[config.mk]
export PLATFORM = sky130hd
export DESIGN_NAME = uart_rx_os_flat
export DESIGN_NICKNAME = d
export VERILOG_FILES = /design/src/rtl/uart_pkg.sv /design/src/rtl/uart_rx_os_if.sv /design/src/rtl/uart_baud_tick.sv /design/src/rtl/uart_rx_os.sv /design/src/flat_wrapper.sv
export SDC_FILE = /design/constraint.sdc
export NUM_CORES = 1
export LEC_CHECK = 0
export ABC_AREA = 1
export BUFFER_PORTS_ARGS = -buffer_cell sky130_fd_sc_hd__buf_2
export CORE_UTILIZATION = 58
export DETAILED_ROUTE_END_ITERATION = 16
export HOLD_SLACK_MARGIN = 0.06
export PLACE_DENSITY_LB_ADDON = 0.25
export SETUP_SLACK_MARGIN = 0.5
export SLEW_MARGIN = 10
export SYNTH_ARGS = -nofsm -noshare
export SYNTH_HDL_FRONTEND = slang
export SYNTH_SLANG_ARGS = --single-unit
[constraint.sdc]
create_clock -name clk -period 1.8 [get_ports clk]
set_input_delay 0.54 -clock clk [delete_from_list [all_inputs] [get_ports clk]]
set_output_delay 0.54 -clock clk [all_outputs]
set_load 0.02 [all_outputs]
[src/rtl/uart_pkg.sv]
// Shared types and helpers for the oversampling UART receiver.
package uart_pkg;

  typedef enum logic [2:0] {IDLE, START, DATA, STOP, PARITY} rx_state_t;

  localparam int DATA_BITS = 8;

  function automatic int calc_div(input int clk_freq, input int baud_rate, input int ovs);
    return clk_freq / (baud_rate * ovs);
  endfunction

endpackage

[src/rtl/uart_rx_os_if.sv]
// Serial-pin / byte-consumer signal bundle for uart_rx_os.
// perr exists only when UART_RX_PARITY_EN is defined.
interface uart_rx_os_if;
  logic       rx;
  logic [7:0] rxdata;
  logic       done;
  logic       ferr;
  logic       busy;
`ifdef UART_RX_PARITY_EN
  logic       perr;

  modport master (output rx, input rxdata, input done, input ferr, input busy, input perr);
  modport slave  (input rx, output rxdata, output done, output ferr, output busy, output perr);
`else
  modport master (output rx, input rxdata, input done, input ferr, input busy);
  modport slave  (input rx, output rxdata, output done, output ferr, output busy);
`endif
endinterface

[src/rtl/uart_baud_tick.sv]
// Oversample tick divider: counts 0..DIV-1, tick at DIV-1, synchronous restart to 0.
module uart_baud_tick #(
  parameter int DIV = 13
) (
  input  logic clk,
  input  logic rst,
  input  logic restart,
  output logic tick
);

  localparam int W = (DIV > 1) ? $clog2(DIV) : 1;
  localparam logic [W-1:0] LAST = W'(DIV - 1);

  logic [W-1:0] cnt_q, cnt_d;

  always_comb begin
    cnt_d = (restart || cnt_q == LAST) ? '0 : cnt_q + 1'b1;
  end

  always_ff @(posedge clk or posedge rst) begin
    if (rst) cnt_q <= '0;
    else     cnt_q <= cnt_d;
  end

  assign tick = (cnt_q == LAST);

endmodule

[src/rtl/uart_rx_os.sv]
// Oversampling 8N1 UART receiver; define UART_RX_PARITY_EN for an even-parity bit and perr strobe.
// state  | meaning
// IDLE   | waiting for a falling edge on the synchronised line
// START  | counting to mid start bit, rejecting glitches
// DATA   | sampling 8 data bits at bit centres, LSB first
// PARITY | sampling the parity bit (parity build only)
// STOP   | sampling stop bit, issuing done / ferr
module uart_rx_os
  import uart_pkg::*;
#(
  parameter int clk_freq  = 1000000,
  parameter int baud_rate = 9600,
  parameter int OVS       = 8
) (
  input logic         clk,
  input logic         rst,
  uart_rx_os_if.slave bus
);

  localparam int DIV  = calc_div(clk_freq, baud_rate, OVS);
  localparam int OS_W = $clog2(OVS);
  localparam logic [OS_W-1:0] OS_MID  = OS_W'(OVS / 2 - 1);
  localparam logic [OS_W-1:0] OS_LAST = OS_W'(OVS - 1);
  localparam logic [2:0]      BIT_LAST = 3'(DATA_BITS - 1);

  logic rx_meta_q, rx_s_q, rx_p_q;
  logic tick, restart, start_edge;

  rx_state_t           state_q, state_d;
  logic [OS_W-1:0]     os_cnt_q, os_cnt_d;
  logic [2:0]          bit_cnt_q, bit_cnt_d;
  logic [7:0]          shreg_q, shreg_d;
  logic [7:0]          rxdata_q, rxdata_d;
  logic                done_q, done_d;
  logic                ferr_q, ferr_d;
  logic                busy_q, busy_d;
`ifdef UART_RX_PARITY_EN
  logic                par_q, par_d;
  logic                perr_q, perr_d;
  logic                par_bad;
  assign par_bad = ^{shreg_q, par_q};
`endif

  always_ff @(posedge clk or posedge rst) begin
    if (rst) begin
      rx_meta_q <= 1'b1;
      rx_s_q    <= 1'b1;
      rx_p_q    <= 1'b1;
    end else begin
      rx_meta_q <= bus.rx;
      rx_s_q    <= rx_meta_q;
      rx_p_q    <= rx_s_q;
    end
  end

  assign start_edge = rx_p_q & ~rx_s_q;

  uart_baud_tick #(.DIV(DIV)) u_tick (
    .clk     (clk),
    .rst     (rst),
    .restart (restart),
    .tick    (tick)
  );

  always_comb begin
    state_d   = state_q;
    os_cnt_d  = os_cnt_q;
    bit_cnt_d = bit_cnt_q;
    shreg_d   = shreg_q;
    rxdata_d  = rxdata_q;
    done_d    = 1'b0;
    ferr_d    = 1'b0;
    busy_d    = busy_q;
    restart   = 1'b0;
`ifdef UART_RX_PARITY_EN
    par_d     = par_q;
    perr_d    = 1'b0;
`endif
    if (tick && state_q != IDLE) os_cnt_d = (os_cnt_q == OS_LAST) ? '0 : os_cnt_q + 1'b1;

    unique case (state_q)
      IDLE: begin
        // Edge needs rx_p high, so a line held low cannot re-trigger.
        if (start_edge) begin
          state_d  = START;
          os_cnt_d = '0;
          busy_d   = 1'b1;
          restart  = 1'b1;
        end
      end
      START: begin
        if (tick && os_cnt_q == OS_MID) begin
          if (!rx_s_q) begin
            state_d   = DATA;
            os_cnt_d  = '0;
            bit_cnt_d = '0;
          end else begin
            state_d = IDLE;
            busy_d  = 1'b0;
          end
        end
      end
      DATA: begin
        if (tick && os_cnt_q == OS_LAST) begin
          shreg_d   = {rx_s_q, shreg_q[7:1]};
          bit_cnt_d = bit_cnt_q + 3'd1;
`ifdef UART_RX_PARITY_EN
          if (bit_cnt_q == BIT_LAST) state_d = PARITY;
`else
          if (bit_cnt_q == BIT_LAST) state_d = STOP;
`endif
        end
      end
`ifdef UART_RX_PARITY_EN
      PARITY: begin
        if (tick && os_cnt_q == OS_LAST) begin
          par_d   = rx_s_q;
          state_d = STOP;
        end
      end
`endif
      STOP: begin
        if (tick && os_cnt_q == OS_LAST) begin
          state_d = IDLE;
          busy_d  = 1'b0;
`ifdef UART_RX_PARITY_EN
          perr_d = par_bad;
          if (rx_s_q && !par_bad) begin
`else
          if (rx_s_q) begin
`endif
            rxdata_d = shreg_q;
            done_d   = 1'b1;
          end
          if (!rx_s_q) ferr_d = 1'b1;
        end
      end
      default: begin
        state_d = IDLE;
        busy_d  = 1'b0;
      end
    endcase
  end

  always_ff @(posedge clk or posedge rst) begin
    if (rst) begin
      state_q   <= IDLE;
      os_cnt_q  <= '0;
      bit_cnt_q <= '0;
      shreg_q   <= '0;
      rxdata_q  <= '0;
      done_q    <= 1'b0;
      ferr_q    <= 1'b0;
      busy_q    <= 1'b0;
`ifdef UART_RX_PARITY_EN
      par_q     <= 1'b0;
      perr_q    <= 1'b0;
`endif
    end else begin
      state_q   <= state_d;
      os_cnt_q  <= os_cnt_d;
      bit_cnt_q <= bit_cnt_d;
      shreg_q   <= shreg_d;
      rxdata_q  <= rxdata_d;
      done_q    <= done_d;
      ferr_q    <= ferr_d;
      busy_q    <= busy_d;
`ifdef UART_RX_PARITY_EN
      par_q     <= par_d;
      perr_q    <= perr_d;
`endif
    end
  end

  assign bus.rxdata = rxdata_q;
  assign bus.done   = done_q;
  assign bus.ferr   = ferr_q;
  assign bus.busy   = busy_q;
`ifdef UART_RX_PARITY_EN
  assign bus.perr   = perr_q;
`endif

endmodule

[src/flat_wrapper.sv]
// flat-port wrapper written by rule: the top's interface ports become plain ports
module uart_rx_os_flat import uart_pkg::*;
#(
  parameter int clk_freq  = 1000000,
  parameter int baud_rate = 9600,
  parameter int OVS       = 8
)
  (clk, rst, bus_rx, bus_rxdata, bus_done, bus_ferr, bus_busy);
  uart_rx_os_if bus_i ();
  input logic clk;
  input logic rst;
  input wire logic [$bits(bus_i.rx)-1:0] bus_rx;
  output wire logic [$bits(bus_i.rxdata)-1:0] bus_rxdata;
  output wire logic [$bits(bus_i.done)-1:0] bus_done;
  output wire logic [$bits(bus_i.ferr)-1:0] bus_ferr;
  output wire logic [$bits(bus_i.busy)-1:0] bus_busy;
  assign bus_i.rx = bus_rx;
  assign bus_rxdata = bus_i.rxdata;
  assign bus_done = bus_i.done;
  assign bus_ferr = bus_i.ferr;
  assign bus_busy = bus_i.busy;
  uart_rx_os #(.clk_freq(clk_freq), .baud_rate(baud_rate), .OVS(OVS)) u_core (.clk(clk), .rst(rst), .bus(bus_i));
endmodule
==> metrics.md <==
| Metric | Value |
|---|---|
| Status | finished, final reports clean |
| Antenna violations before repair | 0 |
| Clock Pin Slew Worst Setup and Hold Paths | 0.11 ns |
| Pins over their slew limit | 0 |
| Reg-to-reg startpoint | u_core.u_tick.cnt_q[0] |
| Yosys top cell by area | dfrtp_1 |
| Routability cong. | 0.828 |
| Post-Place Cells | 206 |
| Reg power frac | 0.425 |
| Finished Layout Cells | 231 |
| # port buffers | 13 |
| Slew @ Worst Pin | 0.421 ns |
| Clock skew | 0.00830 ns |
| Chip Height | 54.5 um |
| CP Buf/Inv Count | 2 |
| Synth top cells by count | nand2_1 (41), dfrtp_1 (31), inv_1 (22) |
| Cell Chain, Critical Path | inv_2 -> ha_4 -> nand3_4 -> nor2_4 -> buf_12 -> nand3_4 -> nand2_1 -> o21ai_2 |
| CTS tree | yes |
| Area contributors post-synth | dfrtp_1 (48%), nand2_1 (9.6%), o21ai_2 (8.2%) |
| Cts bufs inserted | 5 |
| Global-route wire length before repair | 4640 um |
| Fin crit period | 1.56 ns |
| Largest net degree at the start of global routing | 35 |
| YS warnings | 0 |
| Crit start category | register |
| Root Buffer | clkbuf_4 |
| Setup-failing EPs final | 0 |
| Layout area overhead | 28.8% |
| Post-synthesis average cell area | 9.76 um^2 |
| Endpoints failing hold | 0 |
| Nets | 209 |
| Crit path top cell by count | nand3_4 |
| Die Area | 2970 um^2 |
| Routed len/inst | 13.8 um |
| Logic pwr share | 0.344 |
| Sw Share | 0.368 |
| Crit Path Class | register to register |
| Crit path largest cell delay | 0.41 ns |
| Setup WS pre-CTS | 0.156 ns |
| Peak supply drop | 0.946 mV |
| Drt pass-1 iters | 4 |
| Share of layout cells above drive strength 1 | 0.438 |
| Clk pwr share | 0.232 |
| Worst path top cell family by delay | simple AND/OR/NAND/NOR gates |
| CP Capture Type | register |
| Clk buf depth | 2 |
| Register area share after synthesis | 0.534 |
| I/O pins | 14 |
| ANT cells | 0 |
| Post-Synthesis Net Count | 173 |
| Crit path from | u_core.u_tick.cnt_q[0] |
| Core Area | 2540 um^2 |
| Min Hold Slack | 0.272 ns |
| DRT Wirelength | 3180 um |
| Overall routing resource usage | 0.236 |
| Hold Path Class | input pin to asynchronous set/reset pin |
| Worst Setup Slack, final | 0.244 ns |
| Latest clock arrival within the worst-skew pair | 0.34 ns |
| Switching pwr | 879 uW |
| Worst path slowest cell | dfrtp_1 |
| Fmax | 0.643 GHz |
| Initial DRC Count | 30 |
| Pleak | 0.998 nW |
| Dpl hpwl | 1830 um |
| Internal Pwr Total | 1.51 mW |
| Max_cap viols | 0 |
| Gr ovfl total | 0 |
| Top-count cell post-synth | nand2_1 |
| Initial core utilization | 0.629 |
| DIE WIDTH | 54.5 um |
| Antenna Nets Post-Route | 0 |
| EDFF count, synth | 0 |
| # H-tree levels | 2 |
| RSZ-0062 raised after global routing | yes |
| Vias per cell | 5.19 |
| Slew Limit Headroom | 0.720 |
| PwrDens | 1160 nW/um^2 |
| Share of the synthesized area in the top cell type | 0.485 |
| Fin crit share | 0.864 |
| Clock sinks | 34 |
| TNS Setup | 0 ns |
| Overall power | 2.39 mW |
| Row count | 18 |
| DRC viols | 0 |
| Gate Count Post-Synth | 164 |
| Number of synthesized register bits | 34 |
| Async set-reset flop share out of synthesis | 1.00 |
| Required time worst endpoint | 2.04 ns |
| Cell Area, Synth | 1600 um^2 |
| Yosys cell types | 21 |
| CP Max Fanout | 8 |
| CP arrival | 1.79 ns |
| Vias | 1199 |
| Top_reg_cell synth | dfrtp_1 |
| Fillers | 145 |
| Vias in the first global route | 1081 |
[what timing repair did]
item / in CTS / in global routing
hold buffers: 0 / 0
pin swaps: 9 / 5
gates cloned: 1 / 0
buffers inserted: 10 / 6
endpoints found under the setup margin: 41 / 42
resized for setup: 29 / 15
[final timing paths]
kind / slack [ns] / endpoint / cells past startpoint
max: 0.24 / u_core.shreg_q[7] / 8
min: 0.27 / u_core.u_tick.cnt_q[0] / 3
max reg2reg: 0.24 / u_core.shreg_q[7] / 8
min reg2reg: 0.36 / u_core.rx_s_q / 0
max in group asynchronous: 1.20 / u_core.rx_p_q / 3
min in group clk: 0.29 / u_core.rx_meta_q / 1
[cell usage in the layout, fill, tap and decap left out]
master	n
dfrtp_2	1
nor2_1	13
xnor2_1	1
dfstp_2	3
xor2_1	2
a21oi_2	1
inv_2	3
ha_4	1
o21ai_1	2
inv_1	20
nand3_4	3
dfrtp_1	30
bufinv_16	1
nand3_2	1
nor2_4	4
nor2_2	4
nand4_4	1
ha_1	5
nand2_2	15
nand2_1	29
buf_6	12
buf_12	2
o21ai_0	1
nand3_1	7
o21ai_2	15
clkbuf_1	2
nor4_1	1
clkbuf_4	5
buf_4	14
buf_2	2
[state kept, by name, indices dropped and copies added, names as in the netlist]
| name | flops |
|---|---|
| u_core.rx_s_q | 1 |
| u_core.rx_p_q | 1 |
| u_core.bus.busy | 1 |
| u_core.bus.done | 1 |
| u_core.bus.rxdata | 8 |
| u_core.shreg_q | 8 |
| u_core.state_q | 2 |
| u_core.u_tick.cnt_q | 4 |
| u_core.os_cnt_q | 3 |
| u_core.rx_meta_q | 1 |
| u_core.bit_cnt_q | 3 |
| u_core.bus.ferr | 1 |
[final cells by class]
class | count | area [um^2] | area share
Timing Repair Buffer | 30 | 290 | 0.141
Inverter | 23 | 86.3 | 0.0419
Multi-Input combinational cell | 106 | 716 | 0.347
Clock buffer | 7 | 45.0 | 0.0219
Sequential cell | 34 | 856 | 0.415
Clock inverter | 1 | 30.0 | 0.0146
Tap cell | 30 | 37.5 | 0.0182
[per-stage QoR]
stage | cell area [um^2] | utilization
6_report | 2060 | 0.810
5_1_grt | 2060 | 0.810
4_1_cts | 1970 | 0.775
3_5_place_dp | 1700 | 0.667
3_3_place_gp | 1700 | 0.667
2_1_floorplan | 1610 | -
[metal layers]
| metal | share of wire | up-vias | wire length [um] | global-route usage |
|---|---|---|---|---|
| met2 | 0.50 | 22 | 1600 | 0.386 |
| li1 | - | 591 | - | - |
| met3 | 0.041 | 5 | 131 | 0.0972 |
| met1 | 0.45 | 581 | 1420 | 0.280 |
| met5 | 0 | - | 0 | 0 |
| met4 | 0.0097 | 0 | 31 | 0.0769 |
[power by group through the flow]
| stage | combinational [mW] | sequential (mW) | clock (mW) |
|---|---|---|---|
| 3_5_place_dp | 0.610 | 1.02 | 0 |
| 2_1_floorplan | 0.490 | 1.01 | 0 |
| 6_report | 0.821 | 1.02 | 0.554 |
| 5_1_grt | 0.912 | 1.03 | 0.603 |
| 3_3_place_gp | 0.580 | 1.01 | 0 |
| 4_1_cts | 0.703 | 1.01 | 0.564 |
[tightest hold or removal path, cell delays in order]
cell and delay (ns):
buf_2 0.10, inv_1 0.04, buf_4 0.37
[cell families (layout without fill, tap and decap cells)]
group,after synthesis,after routing,share of synthesized area
AO/OA/AOI/OAI,19,19,0.0946
XOR/XNOR,3,3,0.0164
AND/OR/NAND/NOR,77,78,0.240
adder cells (fa/ha/maj),6,6,0.0469
flip-flops,34,34,0.534
buffers and inverters,25,61,0.0680
(Power assumes the default switching activity.)
